## src/rtl/fifo_wr_arbiter.sv

```systemverilog
// Round-robin burst write arbiter for the shared push port of a single FIFO.
// Grants one of NREQ producers for up to BURST_LEN words, stalling everyone while the FIFO is full.
module fifo_wr_arbiter #(
    parameter int unsigned NREQ      = 4,
    parameter int unsigned DW        = 4,
    parameter int unsigned BURST_LEN = 4,
    localparam int unsigned IW = (NREQ > 1) ? $clog2(NREQ) : 1,
    localparam int unsigned CW = $clog2(BURST_LEN + 1)
) (
    input  logic               clk,
    input  logic               reset,
    input  logic [NREQ-1:0]    req,
    input  logic [NREQ*DW-1:0] req_data,
    input  logic               fifo_full,
    output logic [NREQ-1:0]    gnt,
    output logic               fifo_push,
    output logic [DW-1:0]      fifo_data,
    output logic [IW-1:0]      owner,
    output logic               busy
);

    typedef enum logic {StIdle, StBurst} state_e;

    state_e        state_q, state_d;
    logic [IW-1:0] ptr_q, ptr_d;
    logic [IW-1:0] owner_q, owner_d;
    logic [CW-1:0] cnt_q, cnt_d;

    logic          arb;
    logic          found;
    logic [IW-1:0] winner;
    logic [IW-1:0] sel;
    logic          sel_valid;

    function automatic logic [IW-1:0] next_idx(input logic [IW-1:0] i);
        return (32'(i) == NREQ - 1) ? '0 : i + IW'(1);
    endfunction

    // ptr is always one past the last arbitration winner, so it doubles as the
    // search start when the current owner drops its request mid-burst.
    always_comb begin : p_search
        int unsigned idx;
        idx    = 0;
        found  = 1'b0;
        winner = '0;
        for (int unsigned k = 0; k < NREQ; k++) begin
            idx = 32'(ptr_q) + k;
            if (idx >= NREQ) idx = idx - NREQ;
            if (!found && req[idx]) begin
                found  = 1'b1;
                winner = IW'(idx);
            end
        end
    end

    always_comb begin
        arb       = (state_q == StIdle) || !req[owner_q];
        sel       = arb ? winner : owner_q;
        sel_valid = arb ? found : 1'b1;

        gnt = '0;
        if (!reset && sel_valid && !fifo_full) gnt[sel] = 1'b1;

        fifo_push = |(req & gnt);
        fifo_data = fifo_push ? req_data[32'(sel)*DW +: DW] : '0;
    end

    always_comb begin
        state_d = state_q;
        ptr_d   = ptr_q;
        owner_d = owner_q;
        cnt_d   = cnt_q;

        if (fifo_push) begin
            if (arb) begin
                owner_d = sel;
                ptr_d   = next_idx(sel);
                if (BURST_LEN == 1) begin
                    state_d = StIdle;
                    cnt_d   = '0;
                end else begin
                    state_d = StBurst;
                    cnt_d   = CW'(1);
                end
            end else if (cnt_q == CW'(BURST_LEN - 1)) begin
                state_d = StIdle;
                cnt_d   = '0;
                ptr_d   = next_idx(owner_q);
            end else begin
                cnt_d = cnt_q + CW'(1);
            end
        end else if (state_q == StBurst && req == '0) begin
            // Owner let go and nobody else wants the port: end the burst.
            state_d = StIdle;
            cnt_d   = '0;
            ptr_d   = next_idx(owner_q);
        end
    end

    always_ff @(posedge clk) begin
        if (reset) begin
            state_q <= StIdle;
            ptr_q   <= '0;
            owner_q <= '0;
            cnt_q   <= '0;
        end else begin
            state_q <= state_d;
            ptr_q   <= ptr_d;
            owner_q <= owner_d;
            cnt_q   <= cnt_d;
        end
    end

    assign owner = owner_q;
    assign busy  = (state_q == StBurst);

endmodule

```

## config.mk

```make
export PLATFORM = sky130hd
export DESIGN_NAME = fifo_wr_arbiter
export DESIGN_NICKNAME = d
export VERILOG_FILES = /design/src/rtl/fifo_wr_arbiter.sv
export SDC_FILE = /design/constraint.sdc
export NUM_CORES = 1
export LEC_CHECK = 0
export CORE_MARGIN = 10
export CORE_UTILIZATION = 38
export DETAILED_ROUTE_END_ITERATION = 10
export HOLD_SLACK_MARGIN = 0.02
export PLACE_DENSITY = 0.75
export SLEW_MARGIN = 20
export SYNTH_ARGS = -nofsm -noshare
export SYNTH_HDL_FRONTEND = slang
export SYNTH_SLANG_ARGS = --single-unit
```

## constraint.sdc

```tcl
create_clock -name clk -period 2.8 [get_ports clk]
set_input_delay 0.28 -clock clk [delete_from_list [all_inputs] [get_ports clk]]
set_output_delay 0.28 -clock clk [all_outputs]
set_load 0.03 [all_outputs]
```

Yosys cells after proc, flatten, opt, wreduce, memory -nomap -nowiden
Index checks and enable logic that the tools add are counted.
{"block": "totals", "ff_bits": 8, "wordCells": 93, "out_inout_bits": 12, "ram_bits": 0, "romBits": 0, "latch_bits": 0, "memories": 0, "in_bits": 23}
{"block": "classes", "n_eq_ne": 4, "n_mux": 42, "order_cmp": 11, "add_sub_neg": 10, "shifts": 1, "reduce_logical": 19, "n_mul": 0, "n_bitwise": 2, "n_div": 0}
{"operator": "< comparator 32 x 3 -> 1 bit, second input constant", "count": 4}
{"operator": "two-way mux 32 bit", "count": 4}
{"operator": "two-way mux 2 bit", "count": 11}
{"operator": "indexed part select 16 x 5 -> 4 bit", "count": 1}
{"operator": "two-way mux 1 bit", "count": 15}
{"operator": "two-way mux 3 bit", "count": 4}
{"operator": "subtractor 3 x 3 -> 4 bit, second input constant", "count": 3}
{"operator": "binary-select mux 1 bit (select 2 bit)", "count": 5}
{"operator": ">= comparator 3 bit, second input constant", "count": 3}
{"operator": "two-way mux 4 bit", "count": 2}
{"operator": "logical AND 1 bit", "count": 7}
{"operator": "adder 2 x 2 -> 3 bit, second input constant", "count": 2}
{"operator": "logical NOT 1 bit", "count": 6}
{"operator": "< comparator 2 x 3 -> 1 bit, second input constant", "count": 2}
{"operator": "adder 2 x 1 -> 2 bit, second input constant", "count": 2}
{"operator": "AND 4 bit", "count": 1}
{"operator": "equality test 2 bit, second input constant", "count": 2}
{"operator": "logical NOT 4 bit", "count": 1}
{"operator": "AND reduction 2 bit", "count": 2}
{"operator": "OR reduction 4 bit", "count": 1}
{"operator": "subtractor 2 x 3 -> 4 bit, second input constant", "count": 1}
{"operator": "adder 2 x 1 -> 3 bit, second input constant", "count": 1}
{"operator": "adder 3 x 1 -> 3 bit, second input constant", "count": 1}
{"operator": "equality test 3 x 2 -> 1 bit, second input constant", "count": 1}
{"operator": "7 further kinds", "count": 7}

Depth between registers and ports, before layout
Gate-level depths: netlist of run 1.
{"block": "depth", "depth_word": 24, "mapped_depth": 12, "ltp_nobuf": 11}

Least setup slack after synthesis of run 1
Ideal clock, no wire load.
{"block": "synth_path", "path_kind": "register to output", "from": "register owner_q[1], in the netlist owner[1]", "to": "output fifo_data[0]", "path_stages_with_launch": 11, "arrival_time_ns": 2.936, "required_ns": 2.520, "slack_ns": -0.416, "path_cell_list": "dfxtp_1 > mux2i_1 > o22ai_1 > o31a_1 > buf_2 > inv_2 > ha_1 > nand2_1 > a21o_1 > buf_4 > a221oi_1"}
{"block": "synth_between", "elab_chain_len": 13, "word_cells_on_any_way": 18, "classes_between": "order compare: 2; shift: 1; mux: 8; bitwise: 1; reduce/logical: 6"}
{"item": "start, declared", "line_no": "26", "source": "logic [IW-1:0] owner_q, owner_d;"}
{"item": "start signal, assigned", "line_no": "109", "source": "owner_q <= owner_d;"}
{"item": "binary-select mux 1 bit (select 2 bit)", "line_no": "57", "source": "arb = (state_q == StIdle) || !req[owner_q];"}
{"item": "two-way mux 1 bit (not written as such)", "line_no": "57"}
{"item": "logical NOT 1 bit", "line_no": "57"}
{"item": "logical OR 1 bit", "line_no": "57"}
{"item": "two-way mux 2 bit", "line_no": "58", "source": "sel = arb ? winner : owner_q;"}
{"item": "< comparator 2 x 3 -> 1 bit (not written as such) / >= comparator 2 x 1 -> 1 bit (equally long branches)", "line_no": "62", "source": "if (!reset && sel_valid && !fifo_full) gnt[sel] = 1'b1;"}
{"item": "logical AND 1 bit (not written as such)", "line_no": "62"}
{"item": "two-way mux 1 bit (not written as such)", "line_no": "62"}
{"item": "demux 1 bit (select 2 bit)", "line_no": "62"}
{"item": "two-way mux 4 bit", "line_no": "62"}
{"item": "AND 4 bit", "line_no": "64", "source": "fifo_push = |(req & gnt);"}
{"item": "OR reduction 4 bit", "line_no": "64"}
{"item": "two-way mux 4 bit *", "line_no": "65", "source": "fifo_data = fifo_push ? req_data[32'(sel)*DW +: DW] : '0;"}
{"item": "end, declared", "line_no": "17", "source": "output logic [DW-1:0] fifo_data,"}
Mark *: on every way between the ends. The rest lies on a longest branch, timed or not. The select of a mux whose other input is x is not followed.

Worst setup path after layout of run 1
{"block": "layout_path", "from": "input req[3]", "to": "output fifo_data[1]"}
{"block": "layout_between", "elab_chain_len": 21, "word_cells_on_any_way": 40, "classes_between": "order compare: 2; shift: 1; mux: 24; bitwise: 1; reduce/logical: 12"}
{"item": "start, declared", "line_no": "12", "source": "input logic [NREQ-1:0] req,"}
{"item": "binary-select mux 1 bit (select 2 bit)", "line_no": "49", "source": "if (!found && req[idx]) begin"}
{"item": "two-way mux 1 bit (not written as such)", "line_no": "49"}
{"item": "two-way mux 1 bit", "line_no": "49"}
{"item": "logical NOT 1 bit", "line_no": "49"}
{"item": "logical AND 1 bit", "line_no": "49"}
{"item": "two-way mux 1 bit", "line_no": "49"}
{"item": "logical NOT 1 bit", "line_no": "49"}
{"item": "logical AND 1 bit", "line_no": "49"}
{"item": "[... 5 more ...]"}
{"item": "< comparator 2 x 3 -> 1 bit (not written as such) / >= comparator 2 x 1 -> 1 bit (equally long branches)", "line_no": "62"}
{"item": "logical AND 1 bit (not written as such)", "line_no": "62"}
{"item": "two-way mux 1 bit (not written as such)", "line_no": "62"}
{"item": "demux 1 bit (select 2 bit)", "line_no": "62"}
{"item": "two-way mux 4 bit", "line_no": "62"}
{"item": "AND 4 bit", "line_no": "64"}
{"item": "OR reduction 4 bit", "line_no": "64"}
{"item": "two-way mux 4 bit *", "line_no": "65"}
Marked as above.

==> impl_metrics.py, run 1 <==
metrics = {
    "run_status": {
        "outcome": "finished clean",
    },
    "placed_design": {
        "placed_cells": 189,
        "dp_hpwl_um": 2460,
        "place_congestion": 0.888,
        "port_buffers": 34,
        "dp_slack_ns": -0.295,
    },
    "sta": {
        "max_freq_ghz": 0.372,
        "fin_crit_sh_pct": 96.0,
        "hold_viol_final": 0,
        "setup_viol": 0,
        "rsz0062_at_grt": "yes",
        "finalSetupTns_ns": 0,
        "slew_violations": 0,
        "layout_setup_ws_ns": 0.111,
        "min_period_ns": 2.69,
        "clock_skew_ns": 0.00163,
        "worst_slew_pin_slew_ns": 0.489,
        "relSlewSlack_pct": 67.1,
    },
    "power": {
        "leakage_uw": 0.000673,
        "power_density_nw_per_um2": 323,
        "ir_drop_uv": 277,
    },
    "clock_tree": {
        "htree_levels": 1,
        "cts.path.max_buffers": 2,
        "clkLatencyLatePin_ns": 0.25,
        "clkTransAtPathRegs_ns": 0.05,
        "ctsHoldBuffers": 0,
        "cts_tree": "yes",
        "cts_buffers": 3,
        "cts-root-buf": "clkbuf_4",
        "cts_sinks": 8,
    },
    "yosys": {
        "ys_types": 42,
        "postSynthAreaPerCell_um2": 7.85,
        "synth_nets": 133,
        "ys_seq_elements": 8,
        "yosys-top-cells-area": "dfxtp_1, mux2i_1, a21oi_1",
        "syn_area_um2": 840,
        "ys_warn_count": 0,
        "yosysTopAreaCell": "dfxtp_1",
        "synth_top_area_share_pct": 19.1,
        "seq_area_frac_synth_pct": 19.1,
        "synthCells": 107,
    },
    "detailed_routing": {
        "wl_per_cell_um": 15.1,
        "drt-initial-drc-count": 68,
        "drc": 0,
        "viasPerCell": 5.35,
        "first_pass_iters": 4,
        "vias": 1032,
        "antenna_left": 0,
        "routed_wl_um": 2920,
    },
    "die": {
        "rows": 16,
        "chipHeight_um": 67.0,
        "pin_count": 35,
        "fp.dieW_um": 67.0,
        "start_util_pct": 41.5,
        "core_um2": 2020,
        "die-area_um2": 4490,
    },
    "job": {
        "cap_violations": 0,
    },
    "critical_path": {
        "crit_arrival_ns": 2.41,
        "cp-end-kind": "primary output",
        "crit_type": "in2out",
        "worstPathRequired_ns": 2.52,
        "critPathLaunchType": "primary input",
        "cp_max_fo": 10,
    },
    "hold_path": {
        "worstHoldPathType": "reg2reg",
    },
    "final_layout": {
        "drive_above_1_share_pct": 33.1,
        "final_nets": 194,
        "diodes": 0,
        "instances_no_fill": 193,
        "area_growth_pct": 69.4,
    },
    "global_route": {
        "track_usage_pct": 13.6,
        "antenna_found_initial": 0,
        "grt_max_degree": 11,
        "grt_pass1_wl_um": 4880,
        "grt_pass1_vias": 1071,
        "grt_overflow": 0,
    },
}
[final timing paths]
check | from | to | slack (ns) | depth (start not counted)
worst max register to register | owner[1]$_SDFFE_PP0P_ | ptr_q[1]$_SDFFE_PP0P_ | 0.33 | 11
worst min-delay path | cnt_q[2]$_SDFFE_PP0P_ | cnt_q[2]$_SDFFE_PP0P_ | 0.49 | 2
worst max-delay path | req[3] | fifo_data[1] | 0.11 | 11
worst min register to register | cnt_q[2]$_SDFFE_PP0P_ | cnt_q[2]$_SDFFE_PP0P_ | 0.49 | 2
[layer usage]
metal	vias up	part of all wire [%]	GRT usage [%]
li1	519	-	-
met4	0	1.3	4.62
met2	16	52	23.0
met5	-	0	0
met1	493	42	15.5
met3	4	5.1	4.52
[power breakdown]
part / internal [uW] / total [uW] / switching, uW
clock: 48.9 / 86.2 / 37.3
sequential: 121 / 130 / 8.49
combinational: 125 / 244 / 119
total: 295 / 460 / 165
[synthesized netlist by cell type (all sizes together)]
master / instances
dfxtp: 8
nor2: 9
nor3: 3
a311o: 1
o2111ai: 1
a2bb2oi: 1
nand3b: 1
o2bb2ai: 1
nor4: 1
mux2i: 9
mux2: 2
nand2b: 4
nand4: 1
o31a: 2
nor2b: 2
a21o: 1
a311oi: 1
a221oi: 4
o2bb2a: 1
o22ai: 1
or3: 1
and2: 2
a31o: 2
o41ai: 1
a21oi: 13
or2: 1
inv: 7
nand3: 2
o211ai: 1
nand4b: 1
nand2: 11
ha: 3
o21ai: 4
buf: 4
[cells by family after synthesis]
| kind of cell | after synthesis | synth area share [%] |
|---|---|---|
| AO/OA/AOI/OAI | 35 | 32.5 |
| adder cells (fa/ha/maj) | 3 | 4.47 |
| buffers and inverters | 11 | 6.41 |
| flip-flops | 8 | 19.1 |
| multiplexers | 11 | 14.8 |
| AND/OR/NAND/NOR | 39 | 22.8 |
[per-stage QoR]
step | power (uW) | hold slack [ns] | area, um2 | utilization (%)
CTS | 463 | 0.495 | 1400 | 69.2
global placement | 365 | 0.470 | 1380 | 68.1
global route | 498 | 0.520 | 1420 | 70.4
finish | 460 | 0.492 | 1420 | 70.4
floorplan | 260 | 0.461 | 858 | -
detailed placement | 371 | 0.483 | 1380 | 68.1
[sequential cells by signal, summed over array words and instances (netlist names)]
name	flops
owner	2
cnt_q	3
ptr_q	2
busy	1
[critical path: stages]
cell and delay (ns):
clkdlybuf4s50_1 0.42, mux2_4 0.28, a2bb2oi_2 0.20, mux2i_2 0.29, inv_2 0.06, ha_1 0.21, nand2_1 0.09, a21o_1 0.20
buf_6 0.17, a221oi_2 0.04, buf_4 0.17
[cells in the final DEF (no fill, tap or decap), drive strengths merged, types with 2 or more instances in the layout]
cell / instances
a31o: 2
nand2: 11
o21ai: 4
nand2b: 4
nand3: 2
clkdlybuf4s50: 22
nor2: 9
a221oi: 4
nor3: 3
and2: 2
clkbuf: 5
o31a: 2
mux2: 2
ha: 3
a21oi: 13
inv: 7
buf: 32
dfxtp: 8
dlymetal6s2s: 3
nor2b: 2
mux2i: 9
[final cells by class]
| type | instances | area (um2) |
|---|---|---|
| fillers | 176 | 599 |
| flip-flops and latches | 8 | 163 |
| well taps | 27 | 33.8 |
| repair buffers | 60 | 520 |
| multi-input cells | 88 | 657 |
| clock buffers | 3 | 22.5 |
| inverters | 7 | 26.3 |
[what timing repair did]
item / 4_1_cts / 5_1_grt
endpoints found under the setup margin: 5 / 7
pin swaps: 0 / 1
resized for setup: 4 / 11
setup buffers: 0 / 1
endpoints found under the hold margin: 0 / 0
(Power assumes the default switching activity.)
==> run 2: changes to the inputs <==
Settings changed: PLACE_DENSITY 0.75 to 0.74.
==> run 2 against run 1 <==
  * Sequential share of layout area down 0.13 points
  * Count of clock-buffer cells in the layout unchanged
  * Critical path depth unchanged
  * Combinational power up 2%
  * Final cell count unchanged
  * Clock skew up 0.0034 ns
  * Sequential cell count unchanged
  * Critical path type unchanged
  * Largest power group unchanged
==> impl_metrics.py, run 2 (synthesized netlist as in run 1, its figures left out) <==
metrics = {
    "final_layout": {
        "diodes": 0,
        "area_growth_pct": 70.0,
        "fin_util_pct": 70.6,
        "largest_register_ffs": 3,
        "drive_above_1_share_pct": 31.9,
        "final_nets": 194,
        "layout_commonest_cell": "buf_4",
        "top_register": "cnt_q",
        "postLayoutCellArea_um2": 1430,
        "final_cell_mix": "buf_4, clkdlybuf4s50_1, a21oi_1, nand2_1, nor2_1",
    },
    "detailed_routing": {
        "drc": 0,
        "drt-initial-drc-count": 50,
        "vias": 1022,
        "first_pass_iters": 4,
        "wl_per_cell_um": 15.2,
        "viasPerCell": 5.30,
        "routed_wl_um": 2940,
        "antenna_left": 0,
    },
    "power": {
        "ir_drop_uv": 271,
        "leakage_uw": 0.000664,
        "power_density_nw_per_um2": 326,
    },
    "clock_tree": {
        "ctsHoldBuffers": 0,
        "cts.path.max_buffers": 2,
        "cts_tree": "yes",
        "cts_sinks": 8,
        "htree_levels": 1,
        "cts-root-buf": "clkbuf_4",
        "cts_buffers": 3,
        "clkTransAtPathRegs_ns": 0.05,
        "clkLatencyLatePin_ns": 0.26,
    },
    "critical_path": {
        "cpMaxStageDelayCell": "clkdlybuf4s50_1",
        "crit_type": "in2out",
        "cp_max_fo": 4,
        "crit_arrival_ns": 2.38,
        "cpPeakStageDelay_ns": 0.46,
        "cp-end-kind": "primary output",
        "critPathLaunchType": "primary input",
        "worstPathRequired_ns": 2.52,
        "crit_chain": "clkdlybuf4s50_1 > mux2_4 > a2bb2oi_4 > mux2i_2 > inv_2 > ha_1 > nand2_1 > a21o_1 > buf_6 > a221oi_2 > buf_4",
    },
    "placed_design": {
        "place_congestion": 0.886,
        "place_area_um2": 1360,
        "dp_hpwl_um": 2450,
        "port_buffers": 34,
    },
    "sta": {
        "setup_viol": 0,
        "rsz0062_at_grt": "no",
        "hold_viol_final": 0,
        "clock_skew_ns": 0.00504,
        "fin_crit_sh_pct": 95.0,
        "worst_slew_pin_slew_ns": 0.420,
        "relSlewSlack_pct": 71.7,
        "max_freq_ghz": 0.376,
        "slew_violations": 0,
        "min_period_ns": 2.66,
    },
    "die": {
        "core_um2": 2020,
        "rows": 16,
        "start_util_pct": 41.5,
        "die-area_um2": 4490,
        "fp.dieW_um": 67.0,
        "pin_count": 35,
        "chipHeight_um": 67.0,
    },
    "hold_path": {
        "worstHoldPathType": "reg2reg",
    },
    "job": {
        "cap_violations": 0,
    },
    "global_route": {
        "grt_pass1_vias": 1019,
        "grt_pass1_wl_um": 4540,
        "grt_overflow": 0,
        "track_usage_pct": 12.5,
        "grt_max_degree": 11,
        "antenna_found_initial": 0,
    },
    "run_status": {
        "outcome": "finished clean",
    },
}
[run 2: changes by cell type in the layout (fill, tap and decap cells not counted), sizes merged]
cell	delta
dlymetal6s2s	-1
dlygate4sd2	+1
[run 2: cell type report]
type	count	area (um2)
inverters	7	26.3
well taps	27	33.8
repair buffers	60	517
clock buffers	3	22.5
multi-input cells	88	667
fillers	168	594
flip-flops and latches	8	161
[run 2: what timing repair did]
action,CTS,global route
buffers inserted,1,2
resized for setup,5,9
pin swaps,0,1
setup endpoints to repair,6,6
[run 2: per-stage QoR]
step	hold slack [ns]	TNS (ns)	setup slack (ns)	cells	total power (uW)
3_5_place_dp	0.483	-0.729	-0.307	187	369
4_1_cts	0.491	-0.0318	-0.0122	191	462
6_report	0.489	0	0.139	193	466
5_1_grt	0.516	0	0.0160	193	495
2_1_floorplan	0.461	0	0.0178	107	260
3_3_place_gp	0.471	-0.419	-0.243	187	364
[run 2: where the power goes]
group | leakage (uW) | internal (uW) | total [uW] | switching, uW
combinational | 0.000584 | 127 | 249 | 122
clock | 0.0000138 | 49.1 | 89.0 | 39.9
sequential | 0.0000658 | 121 | 128 | 7.64
[run 2: worst paths after layout]
path | start | to | slack [ns] | depth (start not counted)
setup / recovery | req[3] | fifo_data[0] | 0.14 | 11
hold / removal | cnt_q[2]$_SDFFE_PP0P_ | cnt_q[2]$_SDFFE_PP0P_ | 0.49 | 2
setup reg to reg | owner[1]$_SDFFE_PP0P_ | ptr_q[1]$_SDFFE_PP0P_ | 0.40 | 11
hold reg to reg | cnt_q[2]$_SDFFE_PP0P_ | cnt_q[2]$_SDFFE_PP0P_ | 0.49 | 2
[run 2: critical path: cells and delay by family]
| kind | cells | cell delay, ns |
|---|---|---|
| AND/OR/NAND/NOR | 1 | 0.09 |
| multiplexers | 2 | 0.58 |
| buffers and inverters | 4 | 0.83 |
| AO/OA/AOI/OAI | 3 | 0.39 |
| adder cells (fa/ha/maj) | 1 | 0.20 |
[run 2: layer usage]
metal / global-route usage (%) / routed length [um]
met3: 4.52 / 152
met5: 0 / 0
met4: 2.82 / 25
met1: 14.7 / 1230
met2: 21.1 / 1530
==> run 3: changes to the inputs <==
Settings changed: CORE_UTILIZATION 38 to 42, PLACE_DENSITY 0.74 to 0.78.
Clock period 2.8 ns to 3 ns, I/O delays scaled along.
==> run 3 against run 2 <==
  * Design area fell by 4.4%
  * Global-route usage increased by 2.1 points
  * Clock power down 4.8%
  * Sequential cell count did not move
  * Critical path depth down 2
  * Critical endpoint is now gnt[2]
==> impl_metrics.py, run 3 (synthesized netlist as in run 1, its figures left out) <==
metrics = {
    "run_status": {
        "outcome": "finished clean",
    },
    "placed_design": {
        "port_buffers": 34,
        "place_congestion": 0.863,
        "dp_slack_ns": -0.202,
        "placed_cells": 186,
        "dp_hpwl_um": 2550,
    },
    "final_layout": {
        "layout_commonest_cell": "buf_4",
        "final_cell_mix": "buf_4, clkdlybuf4s50_1, a21oi_1, nand2_1, nor2_1",
        "final_nets": 190,
        "area_growth_pct": 62.6,
        "diodes": 0,
        "instances_no_fill": 189,
        "fill_cells": 161,
        "top_register": "cnt_q",
        "drive_above_1_share_pct": 27.2,
        "largest_register_ffs": 3,
    },
    "clock_tree": {
        "cts_buffers": 3,
        "cts-root-buf": "clkbuf_4",
        "ctsHoldBuffers": 0,
        "cts_tree": "yes",
        "htree_levels": 1,
        "clkTransAtPathRegs_ns": 0.05,
        "cts_sinks": 8,
        "cts.path.max_buffers": 2,
        "clkLatencyLatePin_ns": 0.26,
    },
    "sta": {
        "worst_slew_pin_slew_ns": 0.439,
        "max_freq_ghz": 0.352,
        "min_period_ns": 2.84,
        "rsz0062_at_grt": "no",
        "hold_viol_final": 0,
        "layout_setup_ws_ns": 0.156,
        "finalSetupTns_ns": 0,
        "clock_skew_ns": 0.00484,
        "slew_violations": 0,
        "relSlewSlack_pct": 70.5,
        "fin_crit_sh_pct": 94.8,
        "setup_viol": 0,
    },
    "die": {
        "core_um2": 1920,
        "chipHeight_um": 64.7,
        "rows": 16,
        "die-area_um2": 4190,
        "pin_count": 35,
        "fp.dieW_um": 64.7,
        "start_util_pct": 43.7,
    },
    "global_route": {
        "grt_overflow": 0,
        "track_usage_pct": 14.6,
        "grt_pass1_wl_um": 4950,
        "grt_max_degree": 11,
        "antenna_found_initial": 0,
        "grt_pass1_vias": 1014,
    },
    "critical_path": {
        "r2r_start": "owner[1]$_SDFFE_PP0P_",
        "crit_chain": "clkdlybuf4s50_1 > mux2_4 > buf_4 > nand2_1 > o31a_1 > buf_4 > nand2_1 > nor2_1 > clkdlybuf4s50_1",
        "r2r_cells": 11,
        "crit_type": "in2out",
        "crit_arrival_ns": 2.54,
        "ff2ff_setup_slack_ns": 0.44,
        "cp-end-kind": "primary output",
        "cp_max_fo": 10,
        "cpPeakStageDelay_ns": 0.68,
        "cpMaxStageDelayCell": "clkdlybuf4s50_1",
        "r2r_end": "ptr_q[1]$_SDFFE_PP0P_",
        "critPathLaunchType": "primary input",
        "critPathTopFamily": "buffers and inverters",
        "crit_buf_inv": 4,
        "worstPathRequired_ns": 2.70,
    },
    "power": {
        "power_density_nw_per_um2": 309,
        "ir_drop_uv": 220,
        "leakage_uw": 0.000637,
    },
    "detailed_routing": {
        "drt-initial-drc-count": 50,
        "vias": 1029,
        "routed_wl_um": 3000,
        "first_pass_iters": 4,
        "viasPerCell": 5.44,
        "wl_per_cell_um": 15.9,
        "drc": 0,
        "antenna_left": 0,
    },
    "hold_path": {
        "min_to": "cnt_q[0]$_SDFFE_PP0P_",
        "worstHoldPathType": "reg2reg",
        "hold_depth": 2,
        "hp-start": "cnt_q[0]$_SDFFE_PP0P_",
    },
    "job": {
        "cap_violations": 0,
    },
}
run 3: worst register-to-register path: cells and delay by family, from the launching register on:
family | cells | cell delay, ns
mux | 3 | 0.92
compound gates | 4 | 0.62
flops | 1 | 0.41
fa+ha+maj | 1 | 0.20
buf+inv | 2 | 0.18
simple gates | 1 | 0.09
run 3: final cells by class:
type | count | area (um2) | area share [%]
well taps | 27 | 33.8 | 2.47
flip-flops and latches | 8 | 160 | 11.7
clock buffers | 3 | 22.5 | 1.65
inverters | 7 | 26.3 | 1.92
repair buffers | 56 | 492 | 36.0
multi-input cells | 88 | 631 | 46.2
run 3: power breakdown:
group	internal, uW	switching, uW
combinational	110	106
clock	45.9	38.8
sequential	112	8.09
total	269	153
run 3: worst max path at each step:
stage / start / endpoint / slack, ns / cells after the start
after floorplan: owner[1]$_SDFFE_PP0P_ / fifo_data[0] / -0.24 / 10
after global placement: req[0] / gnt[1] / -0.07 / 10
after detailed placement: req[0] / gnt[1] / -0.20 / 10
after CTS: req[0] / gnt[3] / 0.08 / 9
after global routing: req[2] / fifo_data[1] / 0.02 / 12
final: req[3] / gnt[2] / 0.16 / 9
run 3: per-stage QoR:
step	cell area, um2	total power (uW)	hold slack, ns	util (%)
floorplan	840	238	0.461	-
global placement	1340	333	0.469	69.7
detailed placement	1340	339	0.485	69.7
CTS	1360	425	0.494	70.9
global route	1370	454	0.508	71.0
finish	1370	422	0.490	71.0
run 3: what timing repair did:
| item | in CTS | in global routing |
|---|---|---|
| pin swaps | 0 | 0 |
| gates resized for setup | 3 | 6 |
| setup buffers | 0 | 0 |
| setup endpoints to repair | 2 | 6 |
run 3: layer usage:
metal	GRT usage, %	routed length (um)	vias up
li1	-	-	514
met1	16.6	1320	490
met2	25.7	1540	21
met3	3.78	104	4
met4	5.08	43	0
met5	0	0	-
